**src/rtl/iob_system_sim_console_if.sv**
```systemverilog
`default_nettype none
// ============================================================================
// Module   : iob_system_sim_console_if
// Brief    : IOb request/response bundle between the bench and the console.
// Revision : 1.0
// ============================================================================
interface iob_system_sim_console_if #(
  parameter int DATA_W = 32,
  parameter int ADDR_W = 4
);
  logic              uart_iob_valid_i;
  logic [ADDR_W-1:0] uart_iob_addr_i;
  logic [DATA_W-1:0] uart_iob_wdata_i;
  logic [3:0]        uart_iob_wstrb_i;
  logic [DATA_W-1:0] uart_iob_rdata_o;
  logic              uart_iob_ready_o;
  logic              uart_iob_rvalid_o;

  modport master (
    output uart_iob_valid_i, uart_iob_addr_i, uart_iob_wdata_i, uart_iob_wstrb_i,
    input  uart_iob_rdata_o, uart_iob_ready_o, uart_iob_rvalid_o
  );

  modport slave (
    input  uart_iob_valid_i, uart_iob_addr_i, uart_iob_wdata_i, uart_iob_wstrb_i,
    output uart_iob_rdata_o, uart_iob_ready_o, uart_iob_rvalid_o
  );
endinterface
`default_nettype wire

```
**src/rtl/iob_system_sim_console.sv**
```systemverilog
`default_nettype none
// ============================================================================
// Module   : iob_system_sim_console
// Brief    : UART CSR block on an IOb slave with TX looped back into RX.
// Revision : 1.0
// ============================================================================
module iob_system_sim_console #(
  parameter int DATA_W = 32,
  parameter int ADDR_W = 4
) (
  input  wire logic               clk_i,
  input  wire logic               arst_i,
  input  wire logic               cke_i,
  iob_system_sim_console_if.slave uart_iob
);

  localparam logic [ADDR_W-1:0] c_ADDR_SOFTRESET = 4'd0;
  localparam logic [ADDR_W-1:0] c_ADDR_DIV       = 4'd2;
  localparam logic [ADDR_W-1:0] c_ADDR_TXDATA    = 4'd4;
  localparam logic [ADDR_W-1:0] c_ADDR_TXEN      = 4'd5;
  localparam logic [ADDR_W-1:0] c_ADDR_RXEN      = 4'd6;
  localparam logic [ADDR_W-1:0] c_ADDR_TXREADY   = 4'd8;
  localparam logic [ADDR_W-1:0] c_ADDR_RXREADY   = 4'd9;
  localparam logic [ADDR_W-1:0] c_ADDR_RXDATA    = 4'd10;

  typedef enum logic [1:0] {
    RX_IDLE  = 2'd0,
    RX_START = 2'd1,
    RX_DATA  = 2'd2,
    RX_STOP  = 2'd3
  } rx_state_t;

  // CSR state
  logic              r_rvalid;
  logic [DATA_W-1:0] r_rdata;
  logic              r_softreset;
  logic [15:0]       r_div;
  logic              r_txen;
  logic              r_rxen;

  // TX engine
  logic              r_tx_busy;
  logic [9:0]        r_tx_shift;
  logic [15:0]       r_tx_cnt;
  logic [3:0]        r_tx_bits;

  // RX engine
  rx_state_t         r_rx_state;
  rx_state_t         w_rx_next;
  logic [15:0]       r_rx_cnt;
  logic [2:0]        r_rx_bit;
  logic [7:0]        r_rx_shift;
  logic              r_rx_prev;
  logic              r_rxready;
  logic [7:0]        r_rxdata;

  logic              w_accept;
  logic              w_wr;
  logic              w_rd;
  logic [ADDR_W-1:0] w_addr;
  logic [DATA_W-1:0] w_wdata;
  logic [3:0]        w_wstrb;
  logic [DATA_W-1:0] w_rdata;
  logic              w_tx_start;
  logic              w_line;
  logic [15:0]       w_div_eff;
  logic [15:0]       w_half;
  logic              w_rxdata_rd;
  logic              w_rx_shift_en;
  logic              w_rx_done;
  logic              w_rx_cnt_clr;
  logic              w_unused;

  assign w_addr   = uart_iob.uart_iob_addr_i;
  assign w_wdata  = uart_iob.uart_iob_wdata_i;
  assign w_wstrb  = uart_iob.uart_iob_wstrb_i;
  assign w_accept = uart_iob.uart_iob_valid_i & cke_i;
  assign w_wr     = w_accept & (|w_wstrb);
  assign w_rd     = w_accept & ~(|w_wstrb);
  assign w_unused = ^w_wdata[15:9];

  assign uart_iob.uart_iob_ready_o  = cke_i;
  assign uart_iob.uart_iob_rvalid_o = r_rvalid;
  assign uart_iob.uart_iob_rdata_o  = r_rdata;

  // A divider of 0 or 1 both mean one clock per bit
  assign w_div_eff   = (r_div < 16'd2) ? 16'd1 : r_div;
  assign w_half      = w_div_eff >> 1;
  assign w_line      = r_tx_busy ? r_tx_shift[0] : 1'b1;
  assign w_tx_start  = w_wr && (w_addr == c_ADDR_TXDATA) && w_wstrb[0] &&
                       r_txen && !r_tx_busy && !r_softreset;
  assign w_rxdata_rd = w_rd && (w_addr == c_ADDR_RXDATA);

  always_comb begin
    w_rdata = '0;
    unique case (w_addr)
      c_ADDR_DIV:     w_rdata = {r_div, 16'h0000};
      c_ADDR_TXREADY: w_rdata = {31'd0, ~r_tx_busy};
      c_ADDR_RXREADY: w_rdata = {23'd0, r_rxready, 8'h00};
      c_ADDR_RXDATA:  w_rdata = {8'h00, r_rxdata, 16'h0000};
      default:        w_rdata = '0;
    endcase
  end

  always_ff @(posedge clk_i or negedge arst_i) begin
    if (!arst_i) begin
      r_rvalid    <= 1'b0;
      r_rdata     <= '0;
      r_softreset <= 1'b0;
      r_div       <= 16'd0;
      r_txen      <= 1'b0;
      r_rxen      <= 1'b0;
    end else if (cke_i) begin
      r_rvalid <= w_rd;
      if (w_rd) begin
        r_rdata <= w_rdata;
      end
      if (w_wr) begin
        if (w_addr == c_ADDR_SOFTRESET && w_wstrb[0]) r_softreset <= w_wdata[0];
        if (w_addr == c_ADDR_DIV && w_wstrb[2])       r_div[7:0]  <= w_wdata[23:16];
        if (w_addr == c_ADDR_DIV && w_wstrb[3])       r_div[15:8] <= w_wdata[31:24];
        if (w_addr == c_ADDR_TXEN && w_wstrb[1])      r_txen      <= w_wdata[8];
        if (w_addr == c_ADDR_RXEN && w_wstrb[2])      r_rxen      <= w_wdata[16];
      end
    end
  end

  // Frame is {stop, data[7:0], start}, shifted out LSB first
  always_ff @(posedge clk_i or negedge arst_i) begin
    if (!arst_i) begin
      r_tx_busy  <= 1'b0;
      r_tx_shift <= '1;
      r_tx_cnt   <= 16'd1;
      r_tx_bits  <= 4'd0;
    end else if (cke_i) begin
      if (r_softreset) begin
        r_tx_busy  <= 1'b0;
        r_tx_shift <= '1;
        r_tx_cnt   <= 16'd1;
        r_tx_bits  <= 4'd0;
      end else if (w_tx_start) begin
        r_tx_busy  <= 1'b1;
        r_tx_shift <= {1'b1, w_wdata[7:0], 1'b0};
        r_tx_cnt   <= 16'd1;
        r_tx_bits  <= 4'd9;
      end else if (r_tx_busy) begin
        if (r_tx_cnt >= w_div_eff) begin
          r_tx_cnt <= 16'd1;
          if (r_tx_bits == 4'd0) begin
            r_tx_busy <= 1'b0;
          end else begin
            r_tx_shift <= {1'b1, r_tx_shift[9:1]};
            r_tx_bits  <= r_tx_bits - 4'd1;
          end
        end else begin
          r_tx_cnt <= r_tx_cnt + 16'd1;
        end
      end
    end
  end

  // With a one-cycle bit the edge detection itself confirms the start bit
  always_comb begin
    w_rx_next     = r_rx_state;
    w_rx_shift_en = 1'b0;
    w_rx_done     = 1'b0;
    w_rx_cnt_clr  = 1'b0;
    unique case (r_rx_state)
      RX_IDLE: begin
        if (r_rx_prev && !w_line) begin
          w_rx_cnt_clr = 1'b1;
          w_rx_next    = (w_half == 16'd0) ? RX_DATA : RX_START;
        end
      end
      RX_START: begin
        if (r_rx_cnt >= w_half) begin
          w_rx_cnt_clr = 1'b1;
          w_rx_next    = w_line ? RX_IDLE : RX_DATA;
        end
      end
      RX_DATA: begin
        if (r_rx_cnt >= w_div_eff) begin
          w_rx_cnt_clr  = 1'b1;
          w_rx_shift_en = 1'b1;
          if (r_rx_bit == 3'd7) w_rx_next = RX_STOP;
        end
      end
      RX_STOP: begin
        if (r_rx_cnt >= w_div_eff) begin
          w_rx_done = 1'b1;
          w_rx_next = RX_IDLE;
        end
      end
      default: w_rx_next = RX_IDLE;
    endcase
    if (!r_rxen || r_softreset) begin
      w_rx_next     = RX_IDLE;
      w_rx_shift_en = 1'b0;
      w_rx_done     = 1'b0;
      w_rx_cnt_clr  = 1'b0;
    end
  end

  always_ff @(posedge clk_i or negedge arst_i) begin
    if (!arst_i) begin
      r_rx_state <= RX_IDLE;
    end else if (cke_i) begin
      r_rx_state <= w_rx_next;
    end
  end

  always_ff @(posedge clk_i or negedge arst_i) begin
    if (!arst_i) begin
      r_rx_cnt   <= 16'd1;
      r_rx_bit   <= 3'd0;
      r_rx_shift <= 8'h00;
      r_rx_prev  <= 1'b1;
    end else if (cke_i) begin
      r_rx_prev <= r_softreset ? 1'b1 : w_line;
      if (w_rx_cnt_clr || r_rx_state == RX_IDLE || r_softreset) begin
        r_rx_cnt <= 16'd1;
      end else begin
        r_rx_cnt <= r_rx_cnt + 16'd1;
      end
      if (r_rx_state == RX_IDLE || r_softreset) begin
        r_rx_bit <= 3'd0;
      end else if (w_rx_shift_en) begin
        r_rx_shift <= {w_line, r_rx_shift[7:1]};
        r_rx_bit   <= r_rx_bit + 3'd1;
      end
    end
  end

  // A byte landing in the same cycle as an RXDATA read keeps RXREADY set
  always_ff @(posedge clk_i or negedge arst_i) begin
    if (!arst_i) begin
      r_rxready <= 1'b0;
      r_rxdata  <= 8'h00;
    end else if (cke_i) begin
      if (r_softreset) begin
        r_rxready <= 1'b0;
        r_rxdata  <= 8'h00;
      end else begin
        if (w_rxdata_rd) r_rxready <= 1'b0;
        if (w_rx_done) begin
          r_rxready <= 1'b1;
          r_rxdata  <= r_rx_shift;
        end
      end
    end
  end

endmodule
`default_nettype wire

```
**src/flat_wrapper.sv**
```systemverilog
// flat-port wrapper written by rule: the top's interface ports become plain ports
module iob_system_sim_console_flat 
#(
  parameter int DATA_W = 32,
  parameter int ADDR_W = 4
)
  (clk_i, arst_i, cke_i, uart_iob_uart_iob_valid_i, uart_iob_uart_iob_addr_i, uart_iob_uart_iob_wdata_i, uart_iob_uart_iob_wstrb_i, uart_iob_uart_iob_rdata_o, uart_iob_uart_iob_ready_o, uart_iob_uart_iob_rvalid_o);
  iob_system_sim_console_if #(.DATA_W(DATA_W), .ADDR_W(ADDR_W)) uart_iob_i ();
  input  wire logic clk_i;
  input  wire logic arst_i;
  input  wire logic cke_i;
  input wire logic [$bits(uart_iob_i.uart_iob_valid_i)-1:0] uart_iob_uart_iob_valid_i;
  input wire logic [$bits(uart_iob_i.uart_iob_addr_i)-1:0] uart_iob_uart_iob_addr_i;
  input wire logic [$bits(uart_iob_i.uart_iob_wdata_i)-1:0] uart_iob_uart_iob_wdata_i;
  input wire logic [$bits(uart_iob_i.uart_iob_wstrb_i)-1:0] uart_iob_uart_iob_wstrb_i;
  output wire logic [$bits(uart_iob_i.uart_iob_rdata_o)-1:0] uart_iob_uart_iob_rdata_o;
  output wire logic [$bits(uart_iob_i.uart_iob_ready_o)-1:0] uart_iob_uart_iob_ready_o;
  output wire logic [$bits(uart_iob_i.uart_iob_rvalid_o)-1:0] uart_iob_uart_iob_rvalid_o;
  assign uart_iob_i.uart_iob_valid_i = uart_iob_uart_iob_valid_i;
  assign uart_iob_i.uart_iob_addr_i = uart_iob_uart_iob_addr_i;
  assign uart_iob_i.uart_iob_wdata_i = uart_iob_uart_iob_wdata_i;
  assign uart_iob_i.uart_iob_wstrb_i = uart_iob_uart_iob_wstrb_i;
  assign uart_iob_uart_iob_rdata_o = uart_iob_i.uart_iob_rdata_o;
  assign uart_iob_uart_iob_ready_o = uart_iob_i.uart_iob_ready_o;
  assign uart_iob_uart_iob_rvalid_o = uart_iob_i.uart_iob_rvalid_o;
  iob_system_sim_console #(.DATA_W(DATA_W), .ADDR_W(ADDR_W)) u_core (.clk_i(clk_i), .arst_i(arst_i), .cke_i(cke_i), .uart_iob(uart_iob_i));
endmodule
```
**config.mk**
```make
export PLATFORM = sky130hd
export DESIGN_NAME = iob_system_sim_console_flat
export DESIGN_NICKNAME = d
export VERILOG_FILES = /design/src/rtl/iob_system_sim_console_if.sv /design/src/rtl/iob_system_sim_console.sv /design/src/flat_wrapper.sv
export SDC_FILE = /design/constraint.sdc
export NUM_CORES = 1
export LEC_CHECK = 0
export ABC_CLOCK_PERIOD_IN_PS = 3200
export BUFFER_PORTS_ARGS = -buffer_cell sky130_fd_sc_hd__clkbuf_2
export CORE_MARGIN = 2
export CORE_UTILIZATION = 59
export DETAILED_ROUTE_END_ITERATION = 10
export PLACE_DENSITY_LB_ADDON = 0.12
export SLEW_MARGIN = 30
export SYNTH_ARGS = -nofsm -noshare
export SYNTH_HDL_FRONTEND = slang
export SYNTH_SLANG_ARGS = --single-unit
```
**constraint.sdc**
```tcl
create_clock -name clk_i -period 3.2 [get_ports clk_i]
set_clock_uncertainty 0.15 [all_clocks]
set_input_delay 0.16 -clock clk_i [delete_from_list [all_inputs] [get_ports clk_i]]
set_output_delay 0.16 -clock clk_i [all_outputs]
set_load 0.005 [all_outputs]
```
==> metrics.md <==
| Metric | Value |
|---|---|
| Status | finished clean |
| Final nets | 860 |
| Hold Fails Final Rpt | 0 |
| Req. time, crit path | 3370 ps |
| CTS H-tree depth | 3 |
| Peak VDD IR | 0.520 mV |
| # DRC | 0 |
| CTS tree | built |
| Dpl hpwl | 10.7 mm |
| Ant diodes | 0 |
| Area leader, netlist | dfrtp_1 |
| Vias | 5,175 |
| Final std cells w/o fill | 905 |
| Worst Hold Path Cells | 3 |
| Flops & latches, synth | 107 |
| Distinct cells, synth | 56 |
| Worst slack at placement | -369 ps |
| WL/cell | 16.3 um |
| Mean area per synthesized cell | 9.67 sq um |
| Syn Inst Count | 645 |
| Met1 global-route usage | 0.337 |
| Post-route cell area | 7510 sq um |
| Sequential Power Share | 0.451 |
| Worst path most repeated cell | nand2b_1 |
| Hold_ws | 22.1 ps |
| Netlist Area Pre-Place | 6240 sq um |
| Synth area leaders | dfrtp_1 (38%), ha_1 (10%), mux2_2 (6.0%) |
| Post-layout minimum cycle time | 3090 ps |
| Leakage | 3.65 nW |
| DRT iter0 DRCs | 267 |
| Synthesis-to-layout area growth | 20.4% |
| Die height | 107 um |
| Slew Viols, Final | 0 |
| Number of CTS-inserted buffers | 9 |
| Die Span X | 107 um |
| Port bufs | 56 |
| First-pass GRT wire length | 24.2 mm |
| Max_slew headroom | 0.547 |
| Final GP Congestion | 0.976 |
| CP max FO | 13 |
| Cell row count | 37 |
| CP endpoint kind | register |
| Drt total wl | 14.7 mm |
| Asr flop ratio synth | 1.00 |
| Hold path start | uart_iob_uart_iob_wstrb_i[2] |
| Slowest stage cell, crit path | dfrtp_1 |
| Max-cap violations | 0 |
| PwrDens | 495 nW/um^2 |
| Finished Core Util | 0.731 |
| Yosys synthesis warning count | 0 |
| Design Power | 3.72 mW |
| Vias in the first global route | 5,037 |
| # IOs | 78 |
| NetSw | 1.18 mW |
| Worst-path clk slew | 100 ps |
| CP Launch Type | register |
| Die area | 11,400 sq um |
| Worst setup path startpoint | u_core.r_div[9] |
| RSZ-0062 raised after global routing | no |
| Sum Neg Setup Slack | 0 ps |
| Least-Margin Pin Slew | 676 ps |
| ANT nets after route | 0 |
| GR Util met2 | 0.453 |
| All-layer global routing usage | 0.269 |
| EDFF count, synth | 0 |
| Int Pwr | 2.53 mW |
| Core area | 10,300 sq um |
| Initial Util | 0.607 |
| Share of cells above drive strength 1 | 0.242 |
| Reg2reg path depth | 13 |
| Comb pwr share | 0.293 |
| Largest net degree at the start of global routing | 52 |
| CP peak stage delay | 400 ps |
| Grt ovf | 0 |
| Inst Count DP | 856 |
| Initial antenna violation count | 0 |
| Switch share | 0.318 |
| CTS root buf | clkbuf_8 |
| Dominant synthesized flop cell | dfrtp_1 |
| Min-delay worst type | in2reg |
| Later-pin clock latency in the skew report | 390 ps |
| Clk buf depth | 2 |
| Drt first pass iters | 5 |
| Sinks on Clock Net | 107 |
| GR peak layer | met2 |
| Post-synth top area share | 0.381 |
| Worst-path cell chain | nor4_2 > nand4_1 > nand2b_1 > ha_1 > nand2b_1 > a2111oi_4 > or4b_4 > a311oi_2 > buf_4 > a311oi_4 > nor2_4 > buf_12 > nor2_1 |
| Setup ws final | 110 ps |
| Clock power share | 0.256 |
| Critical Path AT | 3260 ps |
| Fin crit share | 0.966 |
| Seq/Total Area, Yosys | 0.432 |
| Endpoints failing setup | 0 |
| RR Startpoint | u_core.r_div[9] |
| Setup CP Type | reg2reg |
| Met3 Track Usage GR | 0.0644 |
| DR vias/cell | 5.72 |
| Max frequency | 324 MHz |
| Post-DP Area | 6850 sq um |
-- logic make-up after synthesis --
kind of cell,synth area share
AOI/OAI and AO/OA,0.128
DFF,0.432
xor gates and xnor gates,0.0379
adders and majority gates,0.104
muxes,0.0620
and+or+nand+nor,0.186
buffers and inverters,0.0499
other,0.000601
-- state kept, by name, indices dropped and copies added (netlist names) --
name                               flops
u_core.uart_iob.uart_iob_rvalid_o      1
u_core.r_tx_bits                       4
u_core.r_rx_state                      2
u_core.uart_iob.uart_iob_rdata_o      18
u_core.r_rx_shift                      8
u_core.r_txen                          1
u_core.r_softreset                     1
u_core.r_tx_busy                       1
u_core.r_rxen                          1
u_core.r_rxready                       1
u_core.r_rx_prev                       1
u_core.r_tx_shift                      9
u_core.r_rxdata                        8
u_core.r_rx_bit                        3
u_core.r_tx_cnt                       16
u_core.r_rx_cnt                       16
u_core.r_div                          16
-- cell usage in the layout (no fill, tap or decap), types with 9 or more instances in the layout --
cell | netlist | layout
xnor2_1 | 14 | 14
nand2b_1 | 12 | 12
mux2_2 | 33 | 33
a21o_1 | 11 | 10
xor2_1 | 13 | 13
dlygate4sd3_1 | 0 | 31
dfstp_2 | 12 | 12
buf_4 | 17 | 42
nand4_1 | 18 | 18
nor2_1 | 59 | 55
a21oi_1 | 20 | 20
clkbuf_8 | 0 | 9
ha_1 | 52 | 52
inv_1 | 26 | 26
nand2_1 | 89 | 89
conb_1 | 1 | 14
nand3_1 | 13 | 13
o21ai_0 | 49 | 49
clkbuf_2 | 0 | 55
nor2b_1 | 9 | 9
nor3_1 | 10 | 9
dfrtp_1 | 95 | 95
a211o_1 | 9 | 9
-- routing by layer --
layer	vias to the layer above	share of wire
li1	2484	-
met3	39	0.044
met1	2499	0.42
met4	0	0.034
met2	153	0.50
met5	-	0
-- area by class of cell --
type	count	area, sq um
clock buffer	9	124
clock inverter	7	108
fill	761	2770
inverter	26	97.6
multi-input combinational	490	3380
sequential	107	2690
tap	136	170
timing repair buffer	130	941
-- what timing repair did --
item,4_1_cts,5_1_grt
gates resized for setup,7,12
hold endpoints to repair,78,0
endpoints found under the setup margin,41,55
setup buffers,0,2
hold buffers,31,0
pin swaps,0,7
-- cell usage after synthesis (2+ instances only) --
library cell,instances
a211o_1,9
o31ai_1,3
xor2_1,13
a31o_2,3
dfstp_2,12
ha_1,52
buf_4,17
inv_1,26
a31oi_1,3
clkbuf_1,13
nor3_1,10
buf_6,2
nor4_1,5
nand3_1,13
a22oi_1,8
nor3_2,3
o21a_1,3
a21o_1,11
nor2_1,59
xnor2_1,14
a2111oi_0,2
a22o_1,3
or4b_1,2
and3_1,6
dfrtp_1,95
nand2_1,89
a21oi_1,20
mux2_2,33
nand4b_1,2
buf_2,3
o311a_1,2
o21ai_0,49
nor2b_1,9
nand4_1,18
nand2b_1,12
-- path summary, 6_finish.rpt --
path                                                        endpoint  slack (ps)
max in group asynchronous                         u_core.r_tx_cnt[0]        1860
worst min-delay path                                   u_core.r_rxen          20
worst max register to register                    u_core.r_rx_cnt[8]         110
worst max-delay path                              u_core.r_rx_cnt[8]         110
min in group asynchronous                         u_core.r_tx_cnt[8]         170
worst min register to register  u_core.uart_iob.uart_iob_rdata_o[27]         340
-- critical path, delay by kind of cell (launching register included) --
kind,cells,cell delay [ps]
and+or+nand+nor,7,1210
AOI/OAI and AO/OA,3,710
DFF,1,400
buffers and inverters,2,320
adders and majority gates,1,230
-- power groups by stage --
stage | sequential, mW | clock [mW] | combinational [mW]
6_report | 1.68 | 0.950 | 1.09
3_3_place_gp | 1.69 | 0 | 0.962
2_1_floorplan | 1.66 | 0 | 0.676
4_1_cts | 1.67 | 0.975 | 1.05
5_1_grt | 1.70 | 1.02 | 1.22
3_5_place_dp | 1.70 | 0 | 1.01
(Power assumes the default switching activity.)
